### config.mk
export PLATFORM = sky130hd
export DESIGN_NAME = lb_uart_tx
export DESIGN_NICKNAME = d
export VERILOG_FILES = /design/src/rtl/lb_uart_tx.sv
export SDC_FILE = /design/constraint.sdc
export NUM_CORES = 1
export LEC_CHECK = 0
export BUFFER_PORTS_ARGS = -buffer_cell sky130_fd_sc_hd__buf_2
export CAP_MARGIN = 20
export CORE_MARGIN = 2
export CORE_UTILIZATION = 40
export CTS_CLUSTER_DIAMETER = 80
export DETAILED_ROUTE_END_ITERATION = 12
export GPL_TIMING_DRIVEN = 1
export PLACE_DENSITY_LB_ADDON = 0.2
export SLEW_MARGIN = 20
export SYNTH_ARGS = -nofsm -noshare
export SYNTH_HDL_FRONTEND = slang
export SYNTH_SLANG_ARGS = --single-unit
### constraint.sdc
create_clock -name lb_clk -period 5.8 [get_ports lb_clk]
set_input_delay 0.87 -clock lb_clk [delete_from_list [all_inputs] [get_ports lb_clk]]
set_output_delay 0.87 -clock lb_clk [all_outputs]
set_load 0.05 [all_outputs]
### src/rtl/lb_uart_tx.sv
// lb_uart_tx: LB-bus responder with a small TX FIFO feeding an 8N1 UART transmitter.
module lb_uart_tx #(
    parameter int LB_ADDR_WIDTH = 16,
    parameter int BASE_ADDR = 0,
    parameter int FIFO_DEPTH = 8,
    parameter logic [15:0] DEFAULT_DIV = 16'd433
) (
    input  logic                     lb_clk,
    input  logic                     rst,
    input  logic                     ren,
    input  logic                     wen,
    input  logic [LB_ADDR_WIDTH-1:0] addr,
    input  logic [31:0]              wdata,
    input  logic [1:0]               write_width,
    output logic [31:0]              lb_data_out,
    output logic                     uart_tx,
    output logic                     irq
);
    localparam int PW = $clog2(FIFO_DEPTH);
    localparam logic [LB_ADDR_WIDTH-1:0] BASE = LB_ADDR_WIDTH'(BASE_ADDR);

    typedef enum logic [1:0] {IDLE, START, DATA, STOP} state_t;

    state_t        state;
    logic [7:0]    mem [FIFO_DEPTH];
    logic [PW-1:0] wp, rp;
    logic [PW:0]   count;
    logic          overflow;
    logic [15:0]   div, baud;
    logic [7:0]    shreg;
    logic [2:0]    bit_idx;
    logic          hit, full, empty, push, pop, busy;
    logic [1:0]    off;
    logic [31:0]   rdata;
    logic          unused_bits;

    always_comb begin
        hit = addr[LB_ADDR_WIDTH-1:4] == BASE[LB_ADDR_WIDTH-1:4];
        off = addr[3:2];
        full = count == (PW+1)'(FIFO_DEPTH);
        empty = count == '0;
        busy = state != IDLE;
        push = wen && hit && off == 2'd0;
        pop = state == IDLE && !empty;
        rdata = off == 2'd1 ? {16'h0, 8'(count), 4'h0, overflow, empty, full, busy}
              : off == 2'd2 ? {16'h0, div} : 32'h0;
        lb_data_out = ren && hit ? rdata : 32'h0;
        unused_bits = ^{wdata[31:16], addr[1:0]};
    end

    always_ff @(posedge lb_clk) begin
        if (push && !full) mem[wp] <= wdata[7:0];
    end

    always_ff @(posedge lb_clk) begin
        if (rst) begin
            wp <= '0;
            rp <= '0;
            count <= '0;
            overflow <= 1'b0;
            div <= DEFAULT_DIV;
        end else begin
            if (push && !full) wp <= wp + 1'b1;
            if (pop) rp <= rp + 1'b1;
            count <= count + (PW+1)'(push && !full) - (PW+1)'(pop);
            if (push && full) overflow <= 1'b1;
            else if (wen && hit && off == 2'd1 && wdata[3]) overflow <= 1'b0;
            // byte-wide writes touch only the low byte; half and word widths load all 16 bits
            if (wen && hit && off == 2'd2) div <= write_width == 2'd0 ? {div[15:8], wdata[7:0]} : wdata[15:0];
        end
    end

    always_ff @(posedge lb_clk) begin
        if (rst) begin
            state <= IDLE;
            baud <= '0;
            shreg <= '0;
            bit_idx <= '0;
            uart_tx <= 1'b1;
            irq <= 1'b1;
        end else begin
            irq <= state == IDLE && empty;
            case (state)
                IDLE: if (!empty) begin
                    shreg <= mem[rp];
                    baud <= div;
                    uart_tx <= 1'b0;
                    state <= START;
                end
                START: if (baud == '0) begin
                    baud <= div;
                    uart_tx <= shreg[0];
                    shreg <= shreg >> 1;
                    bit_idx <= '0;
                    state <= DATA;
                end else baud <= baud - 1'b1;
                DATA: if (baud == '0) begin
                    baud <= div;
                    if (bit_idx == 3'd7) begin
                        uart_tx <= 1'b1;
                        state <= STOP;
                    end else begin
                        uart_tx <= shreg[0];
                        shreg <= shreg >> 1;
                        bit_idx <= bit_idx + 1'b1;
                    end
                end else baud <= baud - 1'b1;
                STOP: if (baud == '0) state <= IDLE;
                      else baud <= baud - 1'b1;
                default: state <= IDLE;
            endcase
        end
    end
endmodule

==> qor_table.md, run 1 <==
| Metric | Reported |
|:---|:---|
| Final weighted congestion in routability-driven placement | 0.838 |
| Run status | complete, no violations |
| Hold bufs inserted after CTS | 0 |
| Vertical die dimension | 126 um |
| Slew Viols, Final | 0 |
| Vias after detailed routing | 4261 |
| Die area | 16000 um^2 |
| Warning count from the yosys run | 0 |
| Crit path DAT | 2.68 ns |
| Sw Ratio | 37.7% |
| HPWL after DPL | 9050 um |
| Boundary Pins | 88 |
| Master cell of the clock root buffer | clkbuf_16 |
| DR WL/cell | 17.3 um |
| Core Rows | 44 |
| Worst EP required | 4.93 ns |
| Number of enable flip-flop cells after synthesis | 64 |
| Count of input and output buffers | 53 |
| Crit-path slowest cell | nor2_1 |
| Die Span X | 126 um |
| Cell internal power dissipation | 2.16 mW |
| Hold Path Cell Cnt | 2 |
| Total of cells resized after clock tree synthesis | 0 |
| Endpoint of the worst hold-timing path | shreg[0] |
| Total core area | 14600 um^2 |
| Layout fillers | 1288 |
| WS Path Type | in -> out |
| Net switching power of the design | 1.31 mW |
| Max FO, Critical Path | 9 |
| HP Class | reg -> reg |
| Aggregate routed wire length | 13400 um |
| First-pass GRT wire length | 21700 um |
| Total negative slack for setup checks | 0 ns |
| Register-to-Register Path Depth | 7 |
| Peak VDD IR | 0.270 mV |
| Inserted Diodes | 0 |
| Clock tree from TritonCTS | done |
| Area growth from synthesis to final layout | 16.1% |
| Number of global-route vias before repair | 4045 |
| Clock share of power | 28.9% |
| Mean instance size in the synthesized netlist | 11.4 um^2 |
| RR Startpoint | state[0] |
| Max_cap viols | 0 |
| Total power draw | 3.46 mW |
| Combinational power share | 37.6% |
| Crit. End Element | primary output |
| RSZ-0062 raised after global routing | no |
| Worst hold slack across all endpoints | 0.477 ns |
| Clock period minus worst slack | 3.55 ns |
| Number of antenna violations at the first check in global routing | 0 |
| Worst reg-to-reg setup slack | 2.80 ns |
| Hold Fails Final Rpt | 0 |
| Post CTS Setup Buffer Count | 0 |
| HP Start | shreg[0] |
| Clock latency reported for the late side of the worst-skew pair | 0.42 ns |
| Fraction of the cycle the final worst path needs | 61.1% |
| CTS Buf Count | 17 |
| Maximum clock path buffer count | 2 |
| Standby leakage power | 2.46 nW |
| CP cell instances | buf_2, nor4_1, nand4_1, nor2_1, and2_1, buf_2 |
| Relative contribution of sequential cells to total power | 33.5% |
| Remaining max-slew budget at the tightest pin | 38.6% |
| Timing-limited maximum frequency | 0.282 GHz |
| Primary flip-flop cell chosen by synthesis mapping | edfxtp_1 |
| Post-route antenna net violation count | 0 |
| Number of nets in the layout | 649 |
| Cell Area, Synth | 6000 um^2 |
| Total setup violations reported at the end of the flow | 0 |
| Detailed-route vias per instance | 5.49 |
| Max H-tree Level | 4 |
| Maximum number of pins on one net before global-route repair | 60 |
| Most frequent cell on the critical path | buf_2 |
| Gate count after technology mapping | 527 |
| Starting utilization of the core area | 41.1% |
| Number of iterations in the first detailed-routing pass | 5 |
| Number of distinct standard cells referenced by the synthesized netlist | 61 |
| Share of layout cells above drive strength 1 | 21.8% |
| Clock sinks | 125 |
| Sequential area share after synthesis | 52.4% |
| Cell Count, Final, Fillers Out | 776 |
| Setup clock skew after layout | 0.00672 ns |
| FFs w/ async S/R, synth | 0% |
| Slowest cell delay on critical path | 0.45 ns |
| DRC Markers | 0 |
| Number of placed cells counting well taps | 744 |
| Flip-flop and latch count after synthesis | 125 |
| Detailed router's first-iteration violation count | 393 |
| Endpoint of the lowest-slack register-to-register path | baud[5] |
| Overall track demand over capacity in global routing | 17.6% |
| Clock slew at reported path FFs | 0.06 ns |
| Category of the worst setup path launch point | input pin |
| PD cells | 497 nW/um^2 |
| Actual transition at the worst max-transition pin | 0.915 ns |
| Total congestion overflow | 0 |
[how the worst max path moves through the flow]
stage	to	cells past startpoint	startpoint	slack (ns)
2_1_floorplan	mem[2][0]	5	addr[9]	2.42
5_1_grt	lb_data_out[4]	6	addr[9]	2.03
6_report	lb_data_out[14]	6	addr[9]	2.25
3_3_place_gp	count[2]	12	addr[9]	2.16
3_5_place_dp	count[2]	12	addr[9]	2.05
4_1_cts	lb_data_out[14]	6	addr[9]	2.24
[per-layer routing]
layer	global-route usage (%)	routed length, um	up-vias	share of wire, %
met2	27.1	6200	106	46
li1	-	-	2059	-
met3	3.33	554	17	4.1
met5	0	0	-	0
met4	7.63	222	0	1.7
met1	24.4	6450	2079	48
[power by group through the flow]
stage	clock network, mW	registers [mW]	logic (mW)
floorplan	0	1.16	1.04
global route	1.06	1.18	1.45
finish	1.00	1.16	1.30
detailed placement	0	1.18	1.29
global placement	0	1.17	1.26
CTS	1.02	1.16	1.30
[state kept, by name, indices dropped and copies added, names as in the netlist, 2 cells and up, named ones only]
name,flops
mem,64
baud,16
div,16
shreg,8
count,4
bit_idx,3
rp,3
wp,3
state,2
[kinds of logic (layout without fill, tap and decap cells)]
family	Yosys count	in the layout	share of synthesized area (%)
AOI/OAI and AO/OA	114	114	12.9
and+or+nand+nor	157	157	14.5
buffers and inverters	64	114	5.27
DFF	125	125	52.4
muxes	37	37	9.53
xor gates and xnor gates	13	13	1.90
other	1	16	0.0625
adders and majority gates	16	16	3.46
[synth_stat cells (3+ instances only)]
cell type,number,area share (%)
and3_1,4,0.42
a21oi_1,26,2.2
nor3_4,3,0.81
a31oi_1,4,0.42
edfxtp_1,64,32
nor4_1,5,0.52
a211oi_1,6,0.75
buf_1,5,0.31
a22oi_1,9,1.1
inv_1,19,1.2
nor3_1,12,1.0
mux2i_1,20,3.3
nand3_1,12,1.0
or2_2,3,0.31
o32ai_1,4,0.58
nand4_1,5,0.52
xnor2_1,11,1.6
buf_2,10,0.83
o211ai_1,3,0.38
ha_1,15,3.1
a221oi_1,7,1.0
nor4b_1,3,0.44
nand2b_1,3,0.31
a32oi_1,3,0.44
o21ai_0,26,2.2
a211o_1,6,0.88
or3_1,8,0.83
buf_4,17,2.1
dfxtp_1,61,20
nor2_1,50,3.1
nand2_1,21,1.3
and2_1,8,0.83
a21o_1,3,0.38
clkbuf_1,13,0.81
nor2b_1,8,0.83
mux4_2,16,6.0
[final cells by class]
class	instances	area [um^2]	area share, %
multi-input cells	353	2620	37.6
well taps	184	230	3.31
flip-flops and latches	125	3140	45.1
clock inverters	15	136	1.96
inverters	19	71.3	1.02
repair buffers	63	343	4.92
clock buffers	17	425	6.11
[through the flow]
| step | area [um^2] | setup WS (ns) | utilization, % |
|---|---|---|---|
| floorplan | 6060 | 2.42 | - |
| global placement | 6390 | 2.16 | 43.8 |
| detailed placement | 6390 | 2.05 | 43.8 |
| CTS | 6960 | 2.24 | 47.7 |
| global route | 6970 | 2.03 | 47.7 |
| finish | 6970 | 2.25 | 47.7 |
[placed cells by master (no fill, tap or decap), types with 12 or more instances in the layout]
master,netlist,routed
conb_1,1,16
mux4_2,16,16
o21ai_0,26,26
inv_1,19,19
clkbuf_16,0,17
a21oi_1,26,26
edfxtp_1,64,64
nor2_1,50,50
nor3_1,12,12
ha_1,15,15
mux2i_1,20,20
nand2_1,21,21
buf_2,10,52
dfxtp_1,61,61
nand3_1,12,12
[worst max-delay path: cells and delay by family]
kind	cells	cell delay [ns]
AND/OR/NAND/NOR	4	1.43
buffers and inverters	2	0.36
(Power assumes the default switching activity.)
==> run 2, diff against run 1 <==
- clock period: 5.8 -> 2.87 ns (I/O delays scaled with it)
==> run 2 against run 1 <==
Net effect: cell count increased by 1.8%; die area unchanged; global-route usage increased by 0.34 points; wire length increased by 2.3%; total power increased by 110%; clock skew increased by 0.0067 ns; cell area increased by 2.0%.
==> qor_table.md, run 2 (synthesis gave the netlist of run 1 again) <==
| Metric | Reported | vs previous |
|:---|:---|:---|
| Run status | complete, no violations |  |
| Hold Fails Final Rpt | 0 | unchanged |
| Die Span X | 126 um | unchanged |
| Number of placed cells counting well taps | 758 | +1.9% |
| First-pass GRT wire length | 22200 um | +2.3% |
| Most used cells in the layout excluding fill and tap cells | 64 x edfxtp_1, 61 x dfxtp_1, 53 x buf_2, 50 x nor2_1 |  |
| Standby leakage power | 2.54 nW | +3.3% |
| Remaining max-slew budget at the tightest pin | 47.4% | +8.8 points |
| WS Path Type | reg -> reg |  |
| Clock tree from TritonCTS | done |  |
| Worst reg-to-reg setup slack | 0.24 ns | -2.56 ns |
| Number of nets in the layout | 663 | +2.2% |
| Cell internal power dissipation | 4.60 mW | +110% |
| Count of input and output buffers | 53 | unchanged |
| Actual transition at the worst max-transition pin | 0.769 ns | -0.146 ns |
| Maximum clock path buffer count | 2 | unchanged |
| Layout fillers | 1308 | +1.6% |
| Max_cap viols | 0 | unchanged |
| Number of antenna violations at the first check in global routing | 0 | unchanged |
| Final worst slack | 0.242 ns | -2.01 ns |
| Maximum number of pins on one net before global-route repair | 42 | -30% |
| RSZ-0062 raised after global routing | no |  |
| Clock share of power | 29.8% | +0.9 points |
| Gate family responsible for the most delay along the worst path | adder cells |  |
| Die area | 16000 um^2 | unchanged |
| Vias after detailed routing | 4395 | +3.1% |
| Timing-limited maximum frequency | 0.381 GHz |  |
| HPWL after DPL | 9590 um | +6.0% |
| Detailed router's first-iteration violation count | 398 | +1.3% |
| Most frequent standard cell in the layout excluding fill and tap cells | edfxtp_1 |  |
| Relative contribution of sequential cells to total power | 32.4% | -1.1 points |
| CP cell instances | inv_1, ha_1, inv_1, a21oi_1, ha_1, inv_1, ha_1, inv_1, fa_1, xor2_1, nor2_1 |  |
| Clock latency reported for the late side of the worst-skew pair | 0.42 ns | about the same |
| Setup clock skew after layout | 0.0134 ns | +0.00665 ns |
| RR Startpoint | state[1] |  |
| Master cell of the clock root buffer | clkbuf_16 |  |
| Overall track demand over capacity in global routing | 18.0% | +0.34 points |
| PD cells | 1020 nW/um^2 | +110% |
| Share of layout cells above drive strength 1 | 23.3% | +1.5 points |
| DRC Markers | 0 | unchanged |
| Total negative slack for setup checks | 0 ns | unchanged |
| Vertical die dimension | 126 um | unchanged |
| Total congestion overflow | 0 | unchanged |
| Max H-tree Level | 4 | unchanged |
| HP Class | in -> reg |  |
| Endpoint of the worst hold-timing path | div[8] |  |
| Core Rows | 44 | unchanged |
| Number of buffers and inverters on the critical path | 4 | +2 |
| Crit. End Element | flip-flop |  |
| Starting utilization of the core area | 41.1% | unchanged |
| Peak VDD IR | 0.522 mV | +94% |
| Slowest cell delay on critical path | 0.48 ns | +0.03 ns |
| Combinational power share | 37.9% | +0.3 points |
| Most frequent cell on the critical path | inv_1 |  |
| Clock slew at reported path FFs | 0.06 ns | about the same |
| HP Start | wdata[8] |  |
| Sw Ratio | 36.5% | -1.2 points |
| Aggregate routed wire length | 13700 um | +2.3% |
| Slew Viols, Final | 0 | unchanged |
| Post-route antenna net violation count | 0 | unchanged |
| Total setup violations reported at the end of the flow | 0 | unchanged |
| Endpoint of the lowest-slack register-to-register path | count[2] |  |
| Total core area | 14600 um^2 | unchanged |
| Fraction of the cycle the final worst path needs | 91.6% |  |
| Area growth from synthesis to final layout | 18.3% |  |
| Number of iterations in the first detailed-routing pass | 5 | unchanged |
| Cell Count, Final, Fillers Out | 790 | +1.8% |
| Total of cells resized after clock tree synthesis | 0 | unchanged |
| Detailed-route vias per instance | 5.56 | +1.3% |
| Pre-CTS setup slack | 0.156 ns | -1.89 ns |
| Hold bufs inserted after CTS | 0 | unchanged |
| Worst EP required | 3.17 ns | -1.76 ns |
| Post CTS Setup Buffer Count | 0 | unchanged |
| Crit path DAT | 2.93 ns | +0.25 ns |
| Biggest register | mem |  |
| Max FFs per register | 64 | unchanged |
| Boundary Pins | 88 | unchanged |
| Clock sinks | 125 | unchanged |
| Top flop regs | mem x64, baud x16, div x16 |  |
| Inserted Diodes | 0 | unchanged |
| Summed area of non-filler cells in the final layout | 7100 um^2 | +2.0% |
| Final weighted congestion in routability-driven placement | 0.882 | +5.2% |
| Hold Path Cell Cnt | 2 | unchanged |
| Register-to-Register Path Depth | 11 | +4 |
| Worst hold slack across all endpoints | 0.233 ns | -0.243 ns |
| CTS Buf Count | 17 | unchanged |
| Net switching power of the design | 2.65 mW | +100% |
| Category of the worst setup path launch point | flip-flop |  |
| DR WL/cell | 17.4 um | +0.47% |
| Number of global-route vias before repair | 4288 | +6.0% |
| Clock period minus worst slack | 2.63 ns |  |
| Max FO, Critical Path | 5 | -4 |
| Crit-path slowest cell | a21oi_1 |  |
| Area post-placement | 6500 um^2 | +1.7% |
[run 2: layer usage]
layer,global-route usage (%),part of all wire [%],up-vias
met5,0,0,-
met4,7.76,1.9,0
met3,4.39,4.8,21
met2,27.6,47,122
met1,24.3,47,2163
li1,-,-,2089
[run 2: layout make-up]
cell class                      count  area (um^2)  share of cell area [%]
Sequential cell                   125         3140                    44.3
Multi-Input combinational cell    353         2610                    36.8
Timing Repair Buffer               77          445                    6.27
Clock buffer                       19          433                    6.10
Tap cell                          184          230                    3.24
Clock inverter                     13          168                    2.36
Inverter                           19         71.3                    1.00
[run 2: stage by stage]
stage | utilization (%) | total power [mW]
final | 48.7 | 7.25
after global routing | 48.7 | 7.71
after CTS | 48.7 | 7.28
after detailed placement | 44.6 | 5.10
after global placement | 44.6 | 5.02
after floorplan | - | 4.44
[run 2: worst register-to-register path: stages (launching register included)]
cell	delay (ns)
dfxtp_1	0.33
inv_1	0.11
ha_1	0.29
inv_1	0.16
a21oi_1	0.48
ha_1	0.33
inv_1	0.06
ha_1	0.15
inv_1	0.05
fa_1	0.36
xor2_1	0.16
nor2_1	0.05
[run 2: worst max path at each step]
| stage | from | endpoint | slack (ns) | cells past startpoint |
|---|---|---|---|---|
| 6_report | state[1] | count[2] | 0.24 | 11 |
| 5_1_grt | state[1] | count[3] | 0.003 | 11 |
| 4_1_cts | state[1] | count[2] | 0.29 | 11 |
| 3_5_place_dp | addr[5] | count[2] | 0.16 | 12 |
| 3_3_place_gp | addr[9] | count[2] | 0.20 | 12 |
| 2_1_floorplan | addr[9] | mem[0][0] | 0.07 | 5 |
[run 2: power groups by stage]
stage | registers [mW] | logic (mW) | clock network, mW
detailed placement | 2.38 | 2.72 | 0
global placement | 2.37 | 2.65 | 0
global route | 2.38 | 3.06 | 2.28
floorplan | 2.34 | 2.10 | 0
CTS | 2.35 | 2.73 | 2.20
finish | 2.35 | 2.74 | 2.16
==> run 3, diff against run 2 <==
- CORE_ASPECT_RATIO: default -> 0.6
- PLACE_DENSITY: default -> 0.69
- PLACE_DENSITY_LB_ADDON: 0.2 -> default
==> run 3 against run 2 <==
Net effect: worst hold slack worse by 0.010 ns; utilization increased by 0.052 points; wire length is 5.6% higher; sequential power hardly changed; cell area increased by 0.12%; total power is 1.4% higher; worst setup slack worse by 0.0020 ns; critical path depth did not move; flip-flop and latch count did not move; largest power group unchanged.
==> qor_table.md, run 3 (synthesis gave the netlist of run 1 again) <==
| Metric | Reported | vs previous |
|:---|:---|:---|
| Clock slew at reported path FFs | 0.06 ns | about the same |
| Detailed router's first-iteration violation count | 451 | +13% |
| Peak VDD IR | 0.483 mV | -7.4% |
| Worst reg-to-reg setup slack | 0.24 ns | about the same |
| Max_cap viols | 0 | unchanged |
| Hold Path Cell Cnt | 2 | unchanged |
| Run status | complete, no violations |  |
| Grt met3 use | 4.25% | -0.14 points |
| RSZ-0062 raised after global routing | no |  |
| Vias after detailed routing | 4523 | +2.9% |
| Fraction of the cycle the final worst path needs | 91.6% | about the same |
| RR Startpoint | state[1] |  |
| Number of antenna violations at the first check in global routing | 0 | unchanged |
| Total congestion overflow | 0 | unchanged |
| Category of the worst setup path launch point | flip-flop |  |
| Total negative slack for setup checks | 0 ns | unchanged |
| Total of cells resized after clock tree synthesis | 0 | unchanged |
| Clock sinks | 125 | unchanged |
| Final weighted congestion in routability-driven placement | 0.879 | -0.36% |
| Clock period minus worst slack | 2.63 ns | +0.00199 ns |
| Boundary Pins | 88 | unchanged |
| WS Path Type | reg -> reg |  |
| Core Rows | 34 | -23% |
| Post CTS Setup Buffer Count | 0 | unchanged |
| Biggest register | mem |  |
| First-pass GRT wire length | 23500 um | +6.2% |
| Number of global-route vias before repair | 4468 | +4.2% |
| Worst hold slack across all endpoints | 0.223 ns | -0.0102 ns |
| Most used cells in the layout excluding fill and tap cells | 64 x edfxtp_1, 61 x dfxtp_1, 53 x buf_2, 50 x nor2_1 |  |
| DRC Markers | 0 | unchanged |
| CTS Buf Count | 17 | unchanged |
| Area occupied by registers | 3140 um^2 | unchanged |
| Setup clock skew after layout | 0.00697 ns | -0.00641 ns |
| PD cells | 1030 nW/um^2 | +1.3% |
| Maximum clock path buffer count | 2 | unchanged |
| Met1 track demand over resource | 26.8% | +2.5 points |
| Register-to-Register Path Depth | 11 | unchanged |
| Inserted Diodes | 0 | unchanged |
| Most frequent standard cell in the layout excluding fill and tap cells | edfxtp_1 |  |
| Final worst slack | 0.240 ns | -0.00199 ns |
| Max FFs per register | 64 | unchanged |
| Master cell of the clock root buffer | clkbuf_16 |  |
| Pre-CTS setup slack | 0.127 ns | -0.0294 ns |
| Endpoint of the worst hold-timing path | div[8] |  |
| M2 GR Usage | 29.5% | +1.9 points |
| DR WL/cell | 18.0 um | +3.5% |
| Crit. End Element | flip-flop |  |
| Count of input and output buffers | 53 | unchanged |
| Clock latency reported for the late side of the worst-skew pair | 0.42 ns | about the same |
| Starting utilization of the core area | 41.1% | about the same |
| Detailed-route vias per instance | 5.61 | +0.87% |
| Total core area | 14600 um^2 | about the same |
| Overall track demand over capacity in global routing | 19.0% | +1.0 points |
| Hold bufs inserted after CTS | 0 | unchanged |
| HPWL after DPL | 10100 um | +4.9% |
| Remaining max-slew budget at the tightest pin | 46.0% | -1.4 points |
| Total setup violations reported at the end of the flow | 0 | unchanged |
| Area growth from synthesis to final layout | 18.5% |  |
| Endpoint of the lowest-slack register-to-register path | count[3] |  |
| Crit path DAT | 2.92 ns | about the same |
| Die Span X | 162 um | +28% |
| Aggregate routed wire length | 14500 um | +5.6% |
| Post-route antenna net violation count | 0 | unchanged |
| Slew Viols, Final | 0 | unchanged |
| Number of iterations in the first detailed-routing pass | 5 | unchanged |
| Actual transition at the worst max-transition pin | 0.809 ns | +0.0402 ns |
| Worst EP required | 3.16 ns | about the same |
| Standby leakage power | 2.53 nW | -0.34% |
| Share of layout cells above drive strength 1 | 23.5% | +0.25 points |
| Vertical die dimension | 98.9 um | -22% |
| Layout fillers | 1278 | -2.3% |
| Die area | 16000 um^2 | +0.20% |
| HP Start | wdata[8] |  |
| Hold Fails Final Rpt | 0 | unchanged |
| Number of nets in the layout | 665 | +0.30% |
| Max H-tree Level | 4 | unchanged |
| Timing-limited maximum frequency | 0.380 GHz | about the same |
| Clock tree from TritonCTS | done |  |
| Multi-input gate area in the final layout | 2610 um^2 | unchanged |
| HP Class | in -> reg |  |
| Peak-usage layer in the global routing report | met2 |  |
| Maximum number of pins on one net before global-route repair | 46 | +9.5% |
| Max FO, Critical Path | 4 | -1 |
| Top flop regs | mem x64, baud x16, div x16 |  |
run 3: cell count changes in the layout (fill, tap and decap cells not counted), sizes merged:
cell	previous run	this run
buf	77	79
bufinv	3	2
clkinv	6	5
clkinvlp	2	4
run 3: how the worst max path moves through the flow:
| stage | from | end | slack (ns) | depth (start not counted) |
|---|---|---|---|---|
| global placement | addr[9] | count[2] | 0.18 | 12 |
| detailed placement | addr[9] | count[2] | 0.13 | 12 |
| finish | state[1] | count[3] | 0.24 | 11 |
| global route | baud[0] | bit_idx[0] | 0.16 | 8 |
| floorplan | addr[9] | mem[0][0] | 0.07 | 5 |
| CTS | state[1] | count[2] | 0.32 | 11 |
run 3: area by class of cell:
class,count,share of cell area (%)
repair buffers,79,6.48
clock buffers,19,6.09
inverters,19,1.00
clock inverters,13,2.02
flip-flops and latches,125,44.2
multi-input cells,353,36.7
well taps,198,3.48
run 3: through the flow:
| stage | total power [mW] | instance area [um^2] | std cells | utilization, % |
|---|---|---|---|---|
| 2_1_floorplan | 4.44 | 6070 | 542 | - |
| 3_3_place_gp | 5.05 | 6530 | 774 | 44.8 |
| 3_5_place_dp | 5.20 | 6530 | 774 | 44.8 |
| 4_1_cts | 7.31 | 7110 | 806 | 48.7 |
| 5_1_grt | 7.74 | 7110 | 806 | 48.7 |
| 6_report | 7.35 | 7110 | 806 | 48.7 |
run 3: layer usage:
layer | share of wire [%] | vias to the layer above | wire (um)
li1 | - | 2098 | -
met1 | 45 | 2198 | 6540
met2 | 46 | 209 | 6610
met3 | 8.3 | 18 | 1210
met4 | 1.0 | 0 | 148
met5 | 0 | - | 0
run 3: worst max-delay path: stages (launching register included):
cell     delay (ns)
dfxtp_1        0.33
inv_1          0.11
ha_1           0.31
inv_1          0.10
a21oi_1        0.44
ha_1           0.31
inv_1          0.07
ha_1           0.27
a21o_1         0.18
a21oi_1        0.19
xnor2_1        0.14
nor2_1         0.05
run 3: power breakdown:
part	total, mW	switching [mW]	internal (mW)
logic	2.90	1.71	1.18
clock network	2.08	0.800	1.28
registers	2.37	0.274	2.10
